==> config.mk <==
export PLATFORM = sky130hd
export DESIGN_NAME = svc_soc_run_ctrl
export DESIGN_NICKNAME = d
export VERILOG_FILES = /design/src/rtl/svc_soc_run_ctrl_pkg.sv /design/src/rtl/svc_soc_run_wdog.sv /design/src/rtl/svc_soc_run_ctrl.sv
export SDC_FILE = /design/constraint.sdc
export NUM_CORES = 1
export LEC_CHECK = 0
export ABC_CLOCK_PERIOD_IN_PS = 2500
export BUFFER_PORTS_ARGS = -buffer_cell sky130_fd_sc_hd__buf_2
export CORE_UTILIZATION = 52
export CTS_BUF_LIST = sky130_fd_sc_hd__clkbuf_8
export CTS_CLUSTER_SIZE = 20
export DETAILED_ROUTE_END_ITERATION = 10
export MAX_ROUTING_LAYER = met4
export PLACE_DENSITY = 0.75
export SLEW_MARGIN = 0
export SYNTH_ARGS = -nofsm -noshare
export SYNTH_HDL_FRONTEND = slang
export SYNTH_SLANG_ARGS = --single-unit
export TNS_END_PERCENT = 100
==> constraint.sdc <==
create_clock -name clk -period 2.5 [get_ports clk]
set_input_delay 0.25 -clock clk [delete_from_list [all_inputs] [get_ports clk]]
set_output_delay 0.25 -clock clk [all_outputs]
set_load 0.02 [all_outputs]
==> src/rtl/svc_soc_run_ctrl_pkg.sv <==
// Shared types and constants for the SoC run controller (state encoding, timeout reason code).
package svc_soc_run_ctrl_pkg;

  typedef enum logic [1:0] {
    ST_IDLE,
    ST_RUN,
    ST_DRAIN,
    ST_DONE
  } state_t;

  localparam int unsigned REASON_TIMEOUT = 0;

endpackage

==> src/rtl/svc_soc_run_wdog.sv <==
// RUN-phase watchdog: count cleared while disabled or kicked; expired is asserted on the limit edge.
module svc_soc_run_wdog #(
  parameter int unsigned CNT_W           = 32,
  parameter int unsigned WATCHDOG_CYCLES = 100000
) (
  input  logic clk,
  input  logic rst_n,
  input  logic en,
  input  logic kick,
  output logic expired
);

  generate
    if (WATCHDOG_CYCLES == 0) begin : g_off
      logic w_unused;
      assign w_unused = ^{clk, rst_n, en, kick};
      assign expired  = 1'b0;
    end else begin : g_on
      localparam logic [CNT_W-1:0] LAST = CNT_W'(WATCHDOG_CYCLES - 1);
      logic [CNT_W-1:0] r_cnt;

      always_ff @(posedge clk or negedge rst_n) begin
        if (!rst_n) begin
          r_cnt <= '0;
        end else if (!en || kick) begin
          r_cnt <= '0;
        end else begin
          r_cnt <= r_cnt + CNT_W'(1);
        end
      end

      assign expired = en && !kick && (r_cnt == LAST);
    end
  endgenerate

endmodule

==> src/rtl/svc_soc_run_ctrl.sv <==
// SoC run controller: IDLE -> RUN -> DRAIN -> DONE with watchdog and stop-source arbitration.
// Optional retired-instruction counter enabled by macro SVC_SOC_RUN_CTRL_INSTRS_EN.
module svc_soc_run_ctrl
  import svc_soc_run_ctrl_pkg::*;
#(
  parameter  int unsigned NUM_SRC          = 2,
  parameter  int unsigned CNT_W            = 32,
  parameter  int unsigned WATCHDOG_CYCLES  = 100000,
  parameter  int unsigned DRAIN_CYCLES     = 16,
  parameter  int unsigned DRAIN_MAX_CYCLES = 4096,
  localparam int unsigned REASON_W         = $clog2(NUM_SRC + 1)
) (
  input  logic                clk,
  input  logic                rst_n,
  input  logic                start,
  input  logic [NUM_SRC-1:0]  stop_req,
  input  logic                retire,
  input  logic                wdog_kick,
  input  logic                drain_busy,
  output logic                running,
  output logic                done,
  output logic                timeout,
  output logic [REASON_W-1:0] reason,
  output logic [CNT_W-1:0]    cycles,
  output logic [CNT_W-1:0]    instrs
);

  localparam int unsigned DRAIN_W        = $clog2(DRAIN_MAX_CYCLES + 1);
  localparam int unsigned DRAIN_MIN_LAST = (DRAIN_CYCLES == 0) ? 0 : DRAIN_CYCLES - 1;
  localparam int unsigned DRAIN_MAX_LAST = (DRAIN_MAX_CYCLES == 0) ? 0 : DRAIN_MAX_CYCLES - 1;

  generate
    if ((64'(WATCHDOG_CYCLES) >> CNT_W) != 64'd0) begin : g_bad_wdog
      $error("WATCHDOG_CYCLES does not fit in CNT_W bits");
    end
  endgenerate

  state_t              r_state, w_state_nx;
  logic                w_run, w_expired, w_stop_any, w_drain_exit;
  logic [REASON_W-1:0] w_src;
  logic [DRAIN_W-1:0]  r_drain_cnt;
  logic                r_running, r_done, r_timeout;
  logic [REASON_W-1:0] r_reason;
  logic [CNT_W-1:0]    r_cycles;

  assign w_run = (r_state == ST_RUN);

  svc_soc_run_wdog #(
    .CNT_W           (CNT_W),
    .WATCHDOG_CYCLES (WATCHDOG_CYCLES)
  ) u_wdog (
    .clk     (clk),
    .rst_n   (rst_n),
    .en      (w_run),
    .kick    (wdog_kick),
    .expired (w_expired)
  );

  // Descending scan so the lowest set index is the one left in w_src.
  always_comb begin
    w_src = '0;
    for (int unsigned i = NUM_SRC; i > 0; i--) begin
      if (stop_req[i-1]) w_src = REASON_W'(i);
    end
    w_stop_any   = |stop_req;
    w_drain_exit = ((32'(r_drain_cnt) >= DRAIN_MIN_LAST) && !drain_busy) ||
                   (32'(r_drain_cnt) == DRAIN_MAX_LAST);
  end

  always_comb begin
    w_state_nx = r_state;
    unique case (r_state)
      ST_IDLE:  if (start) w_state_nx = ST_RUN;
      ST_RUN:   if (w_stop_any || w_expired) w_state_nx = ST_DRAIN;
      ST_DRAIN: if (w_drain_exit) w_state_nx = ST_DONE;
      ST_DONE:  w_state_nx = ST_DONE;
      default:  w_state_nx = ST_IDLE;
    endcase
  end

  always_ff @(posedge clk or negedge rst_n) begin
    if (!rst_n) r_state <= ST_IDLE;
    else        r_state <= w_state_nx;
  end

  always_ff @(posedge clk or negedge rst_n) begin
    if (!rst_n) begin
      r_running   <= 1'b0;
      r_done      <= 1'b0;
      r_timeout   <= 1'b0;
      r_reason    <= '0;
      r_cycles    <= '0;
      r_drain_cnt <= '0;
    end else begin
      r_running <= (w_state_nx == ST_RUN);
      r_done    <= (w_state_nx == ST_DONE);
      if (r_state == ST_DRAIN) r_drain_cnt <= r_drain_cnt + DRAIN_W'(1);
      else                     r_drain_cnt <= '0;
      if (r_state == ST_IDLE && start) begin
        r_cycles <= '0;
      end else if (w_run) begin
        if (r_cycles != '1) r_cycles <= r_cycles + CNT_W'(1);
        // A source sampled together with expiry takes precedence over the timeout.
        if (w_state_nx == ST_DRAIN) begin
          r_reason  <= w_stop_any ? w_src : REASON_W'(REASON_TIMEOUT);
          r_timeout <= !w_stop_any;
        end
      end
    end
  end

  assign running = r_running;
  assign done    = r_done;
  assign timeout = r_timeout;
  assign reason  = r_reason;
  assign cycles  = r_cycles;

`ifdef SVC_SOC_RUN_CTRL_INSTRS_EN
  logic [CNT_W-1:0] r_instrs;

  always_ff @(posedge clk or negedge rst_n) begin
    if (!rst_n) begin
      r_instrs <= '0;
    end else if (r_state == ST_IDLE && start) begin
      r_instrs <= '0;
    end else if (w_run && retire && (r_instrs != '1)) begin
      r_instrs <= r_instrs + CNT_W'(1);
    end
  end

  assign instrs = r_instrs;
`else
  logic w_unused_retire;
  assign w_unused_retire = retire;
  assign instrs          = '0;
`endif

endmodule

==> metrics, run 1 <==
Synth Area in Simple Gates a little over a quarter; largest family of logic cells by synthesized area simple AND/OR/NAND/NOR gates; largest net degree at the start of global routing 47; Sink Count 84; status finished clean; total grt overflow 0; Worst-Skew Late Latency around 360 ps; GRT met1 Usage 27.1%; yosys warns 0; final worst-path cycle share 89.0%; Max H-tree Level 3; die area 9210 um^2; Synth Area in XOR/XNOR 8.97%; DRC viols 0; Hold Crit Class in -> reg; vias in the first global route approximately 3200; Post-CTS Setup Repair Bufs 0; via count 3648; share of cells above drive strength 1 15.5%; CP required approximately 2800 ps; LEAKAGE 0.00222 uW; Final Setup Violations 0; Final Max Slew Viols 0; mux contribution to synthesized area 1.31%; adder-cell share of the synthesized area 0.818%; Hold WS around 140 ps; top cells by area, synth dfrtp_1, xor2_1, buf_4; synthesized cell area 4590 um^2; Post-synth top cells dfrtp_1, nor2_1, nand2_1; nets 548; Synth Flop Type dfrtp_1; post-route antenna net violation count 0; GPL Wtd Cong 0.837; Yosys top cell by area dfrtp_1; number of CTS-inserted buffers 9; WL final 9110 um; pwr dens 680 nW/um^2; Post-synth EDFFs 0; clock buffer depth 2; clock root buffer clkbuf_8; drt via density 5.64; Die Span Y 95.9 um; overall routing resource usage 21.9%; final hold violation count 0; drt wl/cell 14.1 um; CTS tree built; initial antenna violation count 0; FF+latch count, synth 84; critical path cell sequence nand3_1, or4_1, o31ai_4, o41ai_1, a21oi_1; Crit Path Max Fanout 9; Starting Density 54.8%; Area growth, synth to finish 11.0%; diodes inserted 0; Final Skew about 11 ps; Cell variety after synth 54; core box area 8380 um^2; TritonRoute pass-1 iters 5; met3 Usage GRT 4.27%; gate count of the mapped netlist 488; VDD IR max approximately 0.31 mV; DP HPWL 6320 um; maxcap violations 0; flop-to-flop setup slack 270 ps; area fraction in compound gates after synthesis 8.42%; Global Route met2 Usage between 30% and 40%; CP endpoint kind flop; Critical path buffers and inverters 0; Arr. time, crit path about 2500 ps; Slew @ Worst Pin 633 ps; global-route wire length before repair ~15000 um; post-route setup TNS 0 ps; Worst Setup Start Kind flop; Clock Pin Slew Worst Setup and Hold Paths 90 ps; count leader, synth dfrtp_1; grt peak-use layer met2; DR iter-0 viols 194; ys async rst share 100%; Die W between 90 and 100 um; I/O pins 77; non-filler cells in the finished layout 647; dpl cells 630; highest clock rate 449 MHz; CP delay by family, top simple AND/OR/NAND/NOR gates; Seq/Total Area, Yosys 45.8%; Worst Path Class, Setup reg -> reg; RSZ-0062 raised after global routing no; row cnt 33; worst stage delay on the critical path 710 ps; top cell type's share of synthesized area 45.8%; Port-buffer cells 43; min Tclk post-route 2230 ps; Mapped Avg Cell Area roughly 9.4 um^2; Slew headroom 57.8%; CP max stage cell or4_1
-- tightest hold or removal path, stage by stage --
cell	delay, ps
buf_2	100
nand2_1	50
nand3_1	70
-- sequential cells by signal, summed over array words and instances (netlist names) --
register	count
r_state	2
timeout	1
r_drain_cnt	13
reason	2
cycles	32
running	1
done	1
u_wdog.g_on.r_cnt	32
-- area by class of cell --
type	count	area, um^2
clock buffers	9	124
clock inverters	7	123
fillers	712	3290
inverters	12	45.0
multi-input cells	374	2240
flip-flops and latches	84	2100
well taps	105	131
repair buffers	56	330
-- placed cells by master (no fill, tap or decap), types with 7 or more instances in the layout --
cell,n
dfrtp_1,84
nor2_1,64
buf_2,42
nand2_1,36
conb_1,32
xor2_1,29
nand3_1,28
nand4_1,25
xnor2_1,18
nor4_1,16
a21oi_1,15
o21ai_0,13
inv_1,12
buf_4,12
or3_1,10
clkbuf_8,9
and3_1,8
nor3_1,7
or4_1,7
-- timing repair --
action	4_1_cts	5_1_grt
gates resized for setup	0	0
endpoints found under the hold margin	45	0
hold buffers	1	0
-- final timing paths --
kind / startpoint / endpoint / cells past startpoint
worst max-delay path: cycles[23]$_DFFE_PN0P_ / cycles[9]$_DFFE_PN0P_ / 5
worst min-delay path: stop_req[0] / reason[0]$_DFFE_PN0P_ / 3
worst max register to register: cycles[23]$_DFFE_PN0P_ / cycles[9]$_DFFE_PN0P_ / 5
worst min register to register: r_drain_cnt[0]$_DFF_PN0_ / r_drain_cnt[0]$_DFF_PN0_ / 1
max in group asynchronous: rst_n / u_wdog.g_on.r_cnt[28]$_DFF_PN0_ / 3
min in group asynchronous: rst_n / cycles[19]$_DFFE_PN0P_ / 2
-- metrics by stage --
step | cell area, um^2 | utilization (%) | total power, uW | setup WS, ps
after CTS | 5100 | 60.8 | 3490 | 300
final | 5100 | 60.8 | 3460 | 275
after floorplan | 4710 | - | 2120 | 423
after global routing | 5100 | 60.8 | 3630 | 147
after global placement | 4840 | 57.7 | 2290 | 344
after detailed placement | 4840 | 57.7 | 2300 | 306
-- power by group --
part           total, uW  internal (uW)  switching, uW
logic                593            208            385
clock network       1190            670            518
registers           1680           1500            185
total               3460           2380           1090
-- metal layers --
layer | vias to the layer above | share of wire, %
li1 | 1764 | -
met4 | 0 | 1.3
met3 | 14 | 3.7
met2 | 87 | 48
met1 | 1783 | 47
met5 | - | 0
-- logic make-up after synthesis --
| logic type | after synthesis |
|---|---|
| adder cells (fa/ha/maj) | 3 |
| AO/OA/AOI/OAI | 55 |
| multiplexers | 6 |
| XOR/XNOR | 47 |
| AND/OR/NAND/NOR | 231 |
| other | 1 |
| flip-flops | 84 |
| buffers and inverters | 61 |
(Power assumes the default switching activity.)
==> run 2, diff against run 1 <==
PLACE_DENSITY = 0.74   (was 0.75)
SYNTH_HIERARCHICAL = 1   (was default)
==> metrics, run 2 <==
Yosys top cell by area dfrtp_1; Final Setup Violations 0 (unchanged); sw power 1080 uW (-0.71%); Cell variety after synth 50 (-7.4%); row cnt 34 (+3.0%); nets 561 (+2.4%); diodes inserted 0 (unchanged); I/O pins 77 (unchanged); Mapped Avg Cell Area 9.36 um^2 (-0.44%); CP endpoint kind flop; Post-synth top cells dfrtp_1, nor2_1, nand2_1; count leader, synth dfrtp_1; Port-buffer cells 43 (unchanged); Post-CTS Setup Repair Bufs 0 (unchanged); non-filler cells in the finished layout 663 (+2.5%); WL final 9810 um (+7.7%); via count 3940 (+8.0%); drt wl/cell 14.8 um (+5.1%); ys async rst share 100% (unchanged); total grt overflow 0 (unchanged); CTS tree built; Die Span Y 97.4 um (+1.5%); adder-cell share of the synthesized area 0.794% (-0.024 points); DP HPWL 6810 um (+7.9%); largest family of logic cells by synthesized area simple AND/OR/NAND/NOR gates; Seq/Total Area, Yosys 44.5% (-1.3 points); Worst Setup Start Kind flop; DRC viols 0 (unchanged); Synth Area in XOR/XNOR 5.19% (-3.8 points); DR iter-0 viols 247 (+27%); GPL Wtd Cong 0.912 (+8.9%); Max H-tree Level 3 (unchanged); number of CTS-inserted buffers 9 (unchanged); Area growth, synth to finish 9.90%; Logic pwr share 17.3% (+0.2 points); Slew @ Worst Pin 719 ps (+86.1 ps); Die W 97.4 um (+1.5%); gate count of the mapped netlist 505 (+3.5%); highest clock rate 425 MHz (-5.5%); switching share of total power 33.4% (+2.0 points); Slew headroom 52.1% (-5.7 points); FF+latch count, synth 84 (unchanged); sequential share of power 51.0% (+2.4 points); TritonRoute pass-1 iters 5 (unchanged); clock share of power 31.7% (-2.6 points); Sink Count 84 (unchanged); fin area 5200 um^2 (+2.0%); vias in the first global route 3537 (+11%); RSZ-0062 raised after global routing no; Clock Pin Slew Worst Setup and Hold Paths 90 ps (about the same); drt via density 5.94 (+5.4%); pwr dens 622 nW/um^2 (-8.5%); placed cell area 4980 um^2 (+2.9%); VDD IR max 0.506 mV (+62%); Starting Density 54.0% (-0.80 points); Worst Path Class, Setup reg -> reg; CP required 2780 ps (about the same); dpl cells 646 (+2.5%); Post-synth EDFFs 0 (unchanged); overall routing resource usage 22.0% (+0.15 points); mux contribution to synthesized area 0.635% (-0.67 points); min Tclk post-route 2350 ps (+129 ps); Final Max Slew Viols 0 (unchanged); internal power 2150 uW (-9.4%); post-route antenna net violation count 0 (unchanged); Arr. time, crit path 2640 ps (+140 ps); Synth Area in Simple Gates 26.6% (-0.043 points); core box area 8760 um^2 (+4.6%); Crit Path Max Fanout 11 (+2); synthesized cell area 4730 um^2 (+3.0%); area fraction in compound gates after synthesis 14.0% (+5.6 points); Hold WS 125 ps (-15.3 ps); global-route wire length before repair 16700 um (+11%); final worst-path cycle share 94.2% (+5.1 points); top cell type's share of synthesized area 44.5% (-1.3 points); post-route setup TNS 0 ps (unchanged); top cells by area, synth dfrtp_1, buf_4, or4_1; clock buffer depth 2 (unchanged); largest net degree at the start of global routing 56 (+19%); Final Skew 10.7 ps (-0.313 ps); final hold violation count 0 (unchanged); die area 9480 um^2 (+3.0%); maxcap violations 0 (unchanged); share of cells above drive strength 1 15.3% (-0.18 points); yosys warns 6 (+6); Synth Flop Type dfrtp_1; initial antenna violation count 0 (unchanged); LEAKAGE 0.00216 uW (-2.7%); Hold Crit Class in -> reg; commonest non-fill, non-tap cells in the layout dfrtp_1, buf_2, nor2_1; status finished clean; Worst-Skew Late Latency 360 ps (about the same); most common cell after layout, fill and taps aside dfrtp_1; clock root buffer clkbuf_8
==> run 2: power by group through the flow <==
stage | Combinational, uW | Clock, uW | Sequential [uW]
CTS | 568 | 1050 | 1640
global route | 623 | 1090 | 1670
detailed placement | 566 | 0 | 1670
global placement | 554 | 0 | 1660
finish | 560 | 1030 | 1650
floorplan | 308 | 0 | 1750
==> run 2: logic make-up after synthesis <==
family	count (synthesis)
AND/OR/NAND/NOR	220
AO/OA/AOI/OAI	98
flip-flops	84
buffers and inverters	68
XOR/XNOR	28
adder cells (fa/ha/maj)	3
multiplexers	3
other	1
==> run 2: layout make-up <==
| cell class | instances | area [um^2] |
|---|---|---|
| Inverter | 13 | 48.8 |
| Fill cell | 782 | 3570 |
| Clock inverter | 7 | 81.3 |
| Timing Repair Buffer | 58 | 345 |
| Tap cell | 108 | 135 |
| Clock buffer | 9 | 124 |
| Multi-Input combinational cell | 384 | 2360 |
| Sequential cell | 84 | 2100 |
==> run 2: worst paths after layout <==
kind	slack [ps]	startpoint	cells past startpoint	to
worst min-delay path	130	stop_req[0]	2	reason[1]$_DFFE_PN0P_
min in group asynchronous	470	rst_n	2	u_wdog/g_on.r_cnt[30]$_DFF_PN0_
max in group asynchronous	1410	rst_n	3	cycles[22]$_DFFE_PN0P_
worst min register to register	460	r_drain_cnt[0]$_DFF_PN0_	1	r_drain_cnt[0]$_DFF_PN0_
worst max-delay path	150	u_wdog/g_on.r_cnt[0]$_DFF_PN0_	6	u_wdog/g_on.r_cnt[16]$_DFF_PN0_
worst max register to register	150	u_wdog/g_on.r_cnt[0]$_DFF_PN0_	6	u_wdog/g_on.r_cnt[16]$_DFF_PN0_
==> run 2: stage by stage <==
step	utilization [%]	setup slack [ps]	total power (uW)
detailed placement	56.8	170	2240
global placement	56.8	251	2220
floorplan	-	318	2060
CTS	59.3	145	3260
global route	59.3	5.11	3390
finish	59.3	146	3230
==> run 2: critical path: stages, from the launching register on <==
cell	delay, ps
dfrtp_1	420
ha_1	280
nand4_4	120
or4_1	730
buf_4	240
or3_1	340
a21oi_1	150
==> run 2: repair_timing <==
| item | CTS | global route |
|---|---|---|
| hold buffers | 1 | 0 |
| resized for setup | 0 | 0 |
| hold endpoints to repair | 54 | 0 |
==> run 2: per-layer routing <==
layer | up-vias | wire, um | track usage (%)
met1 | 1918 | 4710 | 31.1
li1 | 1901 | - | -
met2 | 108 | 4500 | 32.9
met3 | 13 | 457 | 3.09
met4 | 0 | 138 | 7.69
met5 | - | 0 | -
